<file path="src/rtl/dispatch_credit_ctrl.sv">
// Steers a renamed pair onto ALU/MDU/LSU issue-queue ports using per-queue credits. Decisions are combinational (0 cycles).
// A pair that does not fully fit is split or held, and dispatch_stall holds rename. DISPATCH_PERF_CNT_EN adds the perf counters.
module dispatch_credit_ctrl #(
    parameter int ALU_DEPTH = 8,
    parameter int MDU_DEPTH = 4,
    parameter int LSU_DEPTH = 8
) (
    input  logic        clk,
    input  logic        rst,
    input  logic        flush,
    input  logic        inst_valid_0,
    input  logic        inst_valid_1,
    input  logic [1:0]  inst_type_0,
    input  logic [1:0]  inst_type_1,
    input  logic [1:0]  alu_release,
    input  logic        mdu_release,
    input  logic [1:0]  lsu_release,
    output logic        rs_alu_wen_0,
    output logic        rs_alu_wen_1,
    output logic        rs_mdu_wen_0,
    output logic        rs_lsu_wen_0,
    output logic        rs_lsu_wen_1,
    output logic        alu_src_0,
    output logic        lsu_src_0,
    output logic        mdu_src,
    output logic        dispatch_stall,
    output logic [31:0] perf_stall_cyc,
    output logic [31:0] perf_disp_cnt
);
    localparam int AW = $clog2(ALU_DEPTH + 1);
    localparam int MW = $clog2(MDU_DEPTH + 1);
    localparam int LW = $clog2(LSU_DEPTH + 1);
    localparam logic [1:0] T_ALU = 2'b00;
    localparam logic [1:0] T_MDU = 2'b01;
    localparam logic [1:0] T_LSU = 2'b10;

    typedef enum logic {NORM, SPLIT} state_e;

    state_e        state_q, state_d;
    logic [AW-1:0] alu_cr_q, alu_cr_d;
    logic [MW-1:0] mdu_cr_q, mdu_cr_d;
    logic [LW-1:0] lsu_cr_q, lsu_cr_d;
    logic [AW+1:0] alu_sum;
    logic [MW+1:0] mdu_sum;
    logic [LW+1:0] lsu_sum;

    logic s0_alu, s0_mdu, s0_lsu, s1_alu, s1_mdu, s1_lsu;
    logic s0_fit, s1_fit, pair_fit;
    logic disp0, disp1;
    logic a0, a1, m0, m1, l0, l1;

    assign s0_alu = inst_valid_0 && (inst_type_0 == T_ALU);
    assign s0_mdu = inst_valid_0 && (inst_type_0 == T_MDU);
    assign s0_lsu = inst_valid_0 && (inst_type_0 == T_LSU);
    assign s1_alu = inst_valid_1 && (inst_type_1 == T_ALU);
    assign s1_mdu = inst_valid_1 && (inst_type_1 == T_MDU);
    assign s1_lsu = inst_valid_1 && (inst_type_1 == T_LSU);

    // Fit uses registered credits only; releases become usable next cycle.
    assign s0_fit = (!s0_alu || alu_cr_q != '0) && (!s0_mdu || mdu_cr_q != '0) && (!s0_lsu || lsu_cr_q != '0);
    assign s1_fit = (!s1_alu || alu_cr_q != '0) && (!s1_mdu || mdu_cr_q != '0) && (!s1_lsu || lsu_cr_q != '0);
    assign pair_fit = ((AW+2)'(s0_alu) + (AW+2)'(s1_alu) <= (AW+2)'(alu_cr_q))
                   && !(s0_mdu && s1_mdu)
                   && (!(s0_mdu || s1_mdu) || mdu_cr_q != '0)
                   && ((LW+2)'(s0_lsu) + (LW+2)'(s1_lsu) <= (LW+2)'(lsu_cr_q));

    always_comb begin
        state_d        = state_q;
        disp0          = 1'b0;
        disp1          = 1'b0;
        dispatch_stall = 1'b0;
        if (rst || flush) begin
            state_d = NORM;
        end else begin
            case (state_q)
                NORM: begin
                    if (pair_fit) begin
                        disp0 = 1'b1;
                        disp1 = 1'b1;
                    end else if (s0_fit) begin
                        disp0          = 1'b1;
                        dispatch_stall = 1'b1;
                        state_d        = SPLIT;
                    end else begin
                        dispatch_stall = 1'b1;
                    end
                end
                SPLIT: begin
                    if (s1_fit) begin
                        disp1   = 1'b1;
                        state_d = NORM;
                    end else begin
                        dispatch_stall = 1'b1;
                    end
                end
            endcase
        end
    end

    assign a0 = disp0 && s0_alu;
    assign a1 = disp1 && s1_alu;
    assign m0 = disp0 && s0_mdu;
    assign m1 = disp1 && s1_mdu;
    assign l0 = disp0 && s0_lsu;
    assign l1 = disp1 && s1_lsu;

    // Port 0 always carries the oldest write, so slot 1 lands there only when alone.
    assign rs_alu_wen_0 = a0 | a1;
    assign rs_alu_wen_1 = a0 & a1;
    assign alu_src_0    = a1 & ~a0;
    assign rs_mdu_wen_0 = m0 | m1;
    assign mdu_src      = m1 & ~m0;
    assign rs_lsu_wen_0 = l0 | l1;
    assign rs_lsu_wen_1 = l0 & l1;
    assign lsu_src_0    = l1 & ~l0;

    assign alu_sum = (AW+2)'(alu_cr_q) + (AW+2)'(alu_release) - (AW+2)'(a0) - (AW+2)'(a1);
    assign mdu_sum = (MW+2)'(mdu_cr_q) + (MW+2)'(mdu_release) - (MW+2)'(m0) - (MW+2)'(m1);
    assign lsu_sum = (LW+2)'(lsu_cr_q) + (LW+2)'(lsu_release) - (LW+2)'(l0) - (LW+2)'(l1);

    assign alu_cr_d = (flush || alu_sum > (AW+2)'(ALU_DEPTH)) ? AW'(ALU_DEPTH) : alu_sum[AW-1:0];
    assign mdu_cr_d = (flush || mdu_sum > (MW+2)'(MDU_DEPTH)) ? MW'(MDU_DEPTH) : mdu_sum[MW-1:0];
    assign lsu_cr_d = (flush || lsu_sum > (LW+2)'(LSU_DEPTH)) ? LW'(LSU_DEPTH) : lsu_sum[LW-1:0];

    always_ff @(posedge clk) begin
        if (rst) begin
            state_q  <= NORM;
            alu_cr_q <= AW'(ALU_DEPTH);
            mdu_cr_q <= MW'(MDU_DEPTH);
            lsu_cr_q <= LW'(LSU_DEPTH);
        end else begin
            state_q  <= state_d;
            alu_cr_q <= alu_cr_d;
            mdu_cr_q <= mdu_cr_d;
            lsu_cr_q <= lsu_cr_d;
            if (!flush) begin
                assert (alu_sum <= (AW+2)'(ALU_DEPTH));
                assert (mdu_sum <= (MW+2)'(MDU_DEPTH));
                assert (lsu_sum <= (LW+2)'(LSU_DEPTH));
            end
        end
    end

`ifdef DISPATCH_PERF_CNT_EN
    logic [31:0] stall_cyc_q, stall_cyc_d, disp_cnt_q, disp_cnt_d;
    logic [1:0]  wen_cnt;

    assign wen_cnt = 2'(rs_alu_wen_0) + 2'(rs_alu_wen_1) + 2'(rs_mdu_wen_0) + 2'(rs_lsu_wen_0) + 2'(rs_lsu_wen_1);
    assign stall_cyc_d = stall_cyc_q + 32'(dispatch_stall);
    assign disp_cnt_d  = disp_cnt_q + 32'(wen_cnt);

    always_ff @(posedge clk) begin
        if (rst) begin
            stall_cyc_q <= '0;
            disp_cnt_q  <= '0;
        end else begin
            stall_cyc_q <= stall_cyc_d;
            disp_cnt_q  <= disp_cnt_d;
        end
    end

    assign perf_stall_cyc = rst ? '0 : stall_cyc_q;
    assign perf_disp_cnt  = rst ? '0 : disp_cnt_q;
`else
    assign perf_stall_cyc = '0;
    assign perf_disp_cnt  = '0;
`endif
endmodule

</file>
<file path="config.mk">
export PLATFORM = sky130hd
export DESIGN_NAME = dispatch_credit_ctrl
export DESIGN_NICKNAME = d
export VERILOG_FILES = /design/src/rtl/dispatch_credit_ctrl.sv
export SDC_FILE = /design/constraint.sdc
export NUM_CORES = 1
export LEC_CHECK = 0
export ABC_AREA = 1
export BUFFER_PORTS_ARGS = -buffer_cell sky130_fd_sc_hd__buf_2
export CAP_MARGIN = 40
export CORE_MARGIN = 2
export CORE_UTILIZATION = 30
export CTS_CLUSTER_SIZE = 14
export DETAILED_ROUTE_END_ITERATION = 10
export GPL_TIMING_DRIVEN = 1
export PLACE_DENSITY = 0.64
export SLEW_MARGIN = 20
export SYNTH_ARGS = -nofsm -noshare
export SYNTH_HDL_FRONTEND = slang
export SYNTH_SLANG_ARGS = --single-unit
</file>
<file path="constraint.sdc">
create_clock -name clk -period 5.3 [get_ports clk]
set_input_delay 1.06 -clock clk [delete_from_list [all_inputs] [get_ports clk]]
set_output_delay 1.06 -clock clk [all_outputs]
set_load 0.02 [all_outputs]
</file>
==> impl_results.md <==
* Outcome: completed
* Inserted Diodes at 0
* Post-synthesis cell type count at 21
* Clock-pin slew on the worst setup and hold paths at 50 ps
* Net switching fraction of the power at between 30% and 40%
* Storage cell area at ~240 um^2
* Post-DP HPWL at 2.95 mm
* Hold-fix buffers, CTS at 0
* Final ANT Viol Nets at 0
* Clk root buf: clkbuf_8
* Worst hold path type: register to register
* Critical path type: input pin to register
* Placed cell areas at 1980 um^2
* Initial DRC Count at 57
* Ys Warns at 0
* Min Clock Period, post-route at just under 5000 ps
* Int Power at between 0.15 and 0.2 mW
* CP Capture Type: register
* Setup repair after global routing missed its margin: false
* Syn Inst Count at between 200 and 300
* Post-CTS setup buffers at 0
* Final wirelength at 3.36 mm
* TritonCTS Sinks at 12
* Peak VDD IR at 0.0615 mV
* Peak Freq at 207 MHz
* Cell area after synthesis at slightly above 2000 um^2
* Htree depth at 1
* Sum Neg Setup Slack at 0 ps
* Global-route total usage across every layer at a little under a tenth
* Seq/Total Area, Yosys at 11.9%
* WL/cell at ~9 um
* Max cap viols at 0
* Fin crit share at a little over 90%
* I/O pin cnt at 87
* Core area at between 6000 and 7000 um^2
* Fin. max-slew vios at 0
* Final hold vios at 0
* DRC Markers at 0
* Synth-to-layout area growth at 0.867%
* Vias in the first global route at 1,319
* GRT overflow at 0
* Required @ worst endpoint at 5480 ps
* Crit path max fanout at 3
* Skew final at 1.62 ps
* Fin cells at 384
* Pre-antenna DRT Iters at 5
* Setup violations, final at 0
* Initial Util at 31.4%
* Die Y at 86.0 um
* Die Width at 86.0 um
* Net Sw Power at 0.127 mW
* Slack of the worst reg-to-reg path at 1410 ps
* Clock Tree Buf Depth at 2
* CTS resizes at 0
* Std cell rows at 29
* Pleak at 1.26 nW
* Sequential power share at 30.0%
* Placed Instances at 380
* Clock latency on the worst-skew pair at 240 ps
* Post-synthesis register bit count at 12
* Number of fill cells at about 700
* Detailed-route vias per instance at approximately 3.9
* Power consumption at 0.319 mW
* CTS Buf Count at 3
* Clock share of power at 31.5%
* Syn Area/Cell at 7.16 um^2
* Multi-input logic area at 1310 um^2
* GPL Wtd Cong at 0.803
* First-pass GRT wire length at 5.59 mm
* Share of layout cells above drive strength 1 at 11.7%
* Startpoint Class: input pin
* Detailed-route via count at 1,484
* PortBufs at 22
* Logic pwr share at 38.4%
* NumNets Final at 361
* Non-Filler Cell Area, Final at slightly above 2000 um^2
* Largest net degree at the start of global routing at 11
* Pwr per Cell Area at 157 nW/um^2
* Antenna violations before repair at 0
* CTS tree: built
* Crit path DAT at 5000 ps
* Die ar. at about 7400 um^2
path summary, 6_finish.rpt:
path	startpoint	endpoint	cells after the start
setup / recovery	inst_type_1[0]	lsu_cr_q[0]	25
setup reg to reg	lsu_cr_q[2]	lsu_cr_q[0]	21
hold reg to reg	state_q	state_q	2
hold / removal	state_q	state_q	2
cells in the final DEF (no fill, tap or decap), types with 2 or more instances in the layout:
cell	n
a21oi_1	9
buf_2	22
clkbuf_8	4
conb_1	64
dfxtp_1	12
fa_1	8
ha_1	31
inv_1	60
nand2_1	40
nand2_2	3
nand3_1	14
nand3b_1	2
nand4_1	8
nor2_1	16
nor2_2	3
nor3_1	3
xor2_1	3
cells in the mapped netlist:
master	count	share of area, %
nand3_2	1	0.50
ha_1	31	19
buf_4	64	24
nor2_1	16	3.0
conb_1	1	0.19
dfxtp_1	12	12
xor2_1	3	1.3
xnor2_1	1	0.43
nand2_2	3	0.93
nor2_4	1	0.56
nor3_2	1	0.50
nand3_1	14	3.5
fa_1	8	7.9
nor2_2	3	0.93
nor3_1	3	0.74
inv_1	60	11
nand2_1	40	7.4
nand4_1	8	2.5
nand4_2	1	0.62
a21oi_1	9	2.2
nand3b_1	2	0.74
layout make-up:
cell class | instances | share of cell area (%)
multi-input combinational | 209 | 64.3
sequential | 12 | 11.8
inverter | 60 | 11.1
timing repair buffer | 22 | 5.41
tap | 77 | 4.73
clock buffer | 4 | 2.70
sequential cells by signal (all words and copies together), names as in the netlist:
signal	flops
lsu_cr_q	4
alu_cr_q	4
mdu_cr_q	3
state_q	1
critical path, stage by stage:
cell	delay, ps
buf_2	110
inv_1	50
nand2_1	40
nor2_1	180
ha_1	270
inv_1	60
ha_1	210
a21oi_1	140
nand2_1	70
nand4_2	130
nand2_2	80
nand4_1	150
inv_1	100
fa_1	530
fa_1	400
inv_1	70
ha_1	170
inv_1	60
fa_1	400
nand3b_1	170
nand2_1	90
nor2_1	40
nor2_1	150
nand3_1	140
nor2_1	120
power groups by stage:
stage,clock [mW],sequential (mW),combinational [mW]
2_1_floorplan,0,0.0972,0.136
3_3_place_gp,0,0.0977,0.119
3_5_place_dp,0,0.0978,0.122
4_1_cts,0.103,0.0958,0.123
5_1_grt,0.110,0.0963,0.140
6_report,0.101,0.0958,0.123
cells by family (layout without fill, tap and decap cells):
logic type | count (synthesis) | in the layout | share of synthesized area (%)
DFF | 12 | 12 | 11.9
AOI/OAI and AO/OA | 9 | 9 | 2.23
xor gates and xnor gates | 4 | 4 | 1.74
adders and majority gates | 39 | 39 | 27.1
buffers and inverters | 124 | 86 | 34.9
and+or+nand+nor | 93 | 93 | 21.9
other | 1 | 64 | 0.186
routing by layer:
layer | global-route usage (%) | part of all wire [%]
met1 | 12.1 | 45
met5 | 0 | 0
met2 | 15.8 | 49
met4 | 1.73 | 0.51
met3 | 2.21 | 6.0
per-stage QoR:
stage               setup slack (ps)  util, %  hold slack [ps]
finish                           473     31.7              541
global placement                 300     30.9              518
detailed placement               221     30.9              526
floorplan                        776        -              495
global route                    90.4     31.7              555
CTS                              453     31.7              534
Power figures use the tool's default switching activity.
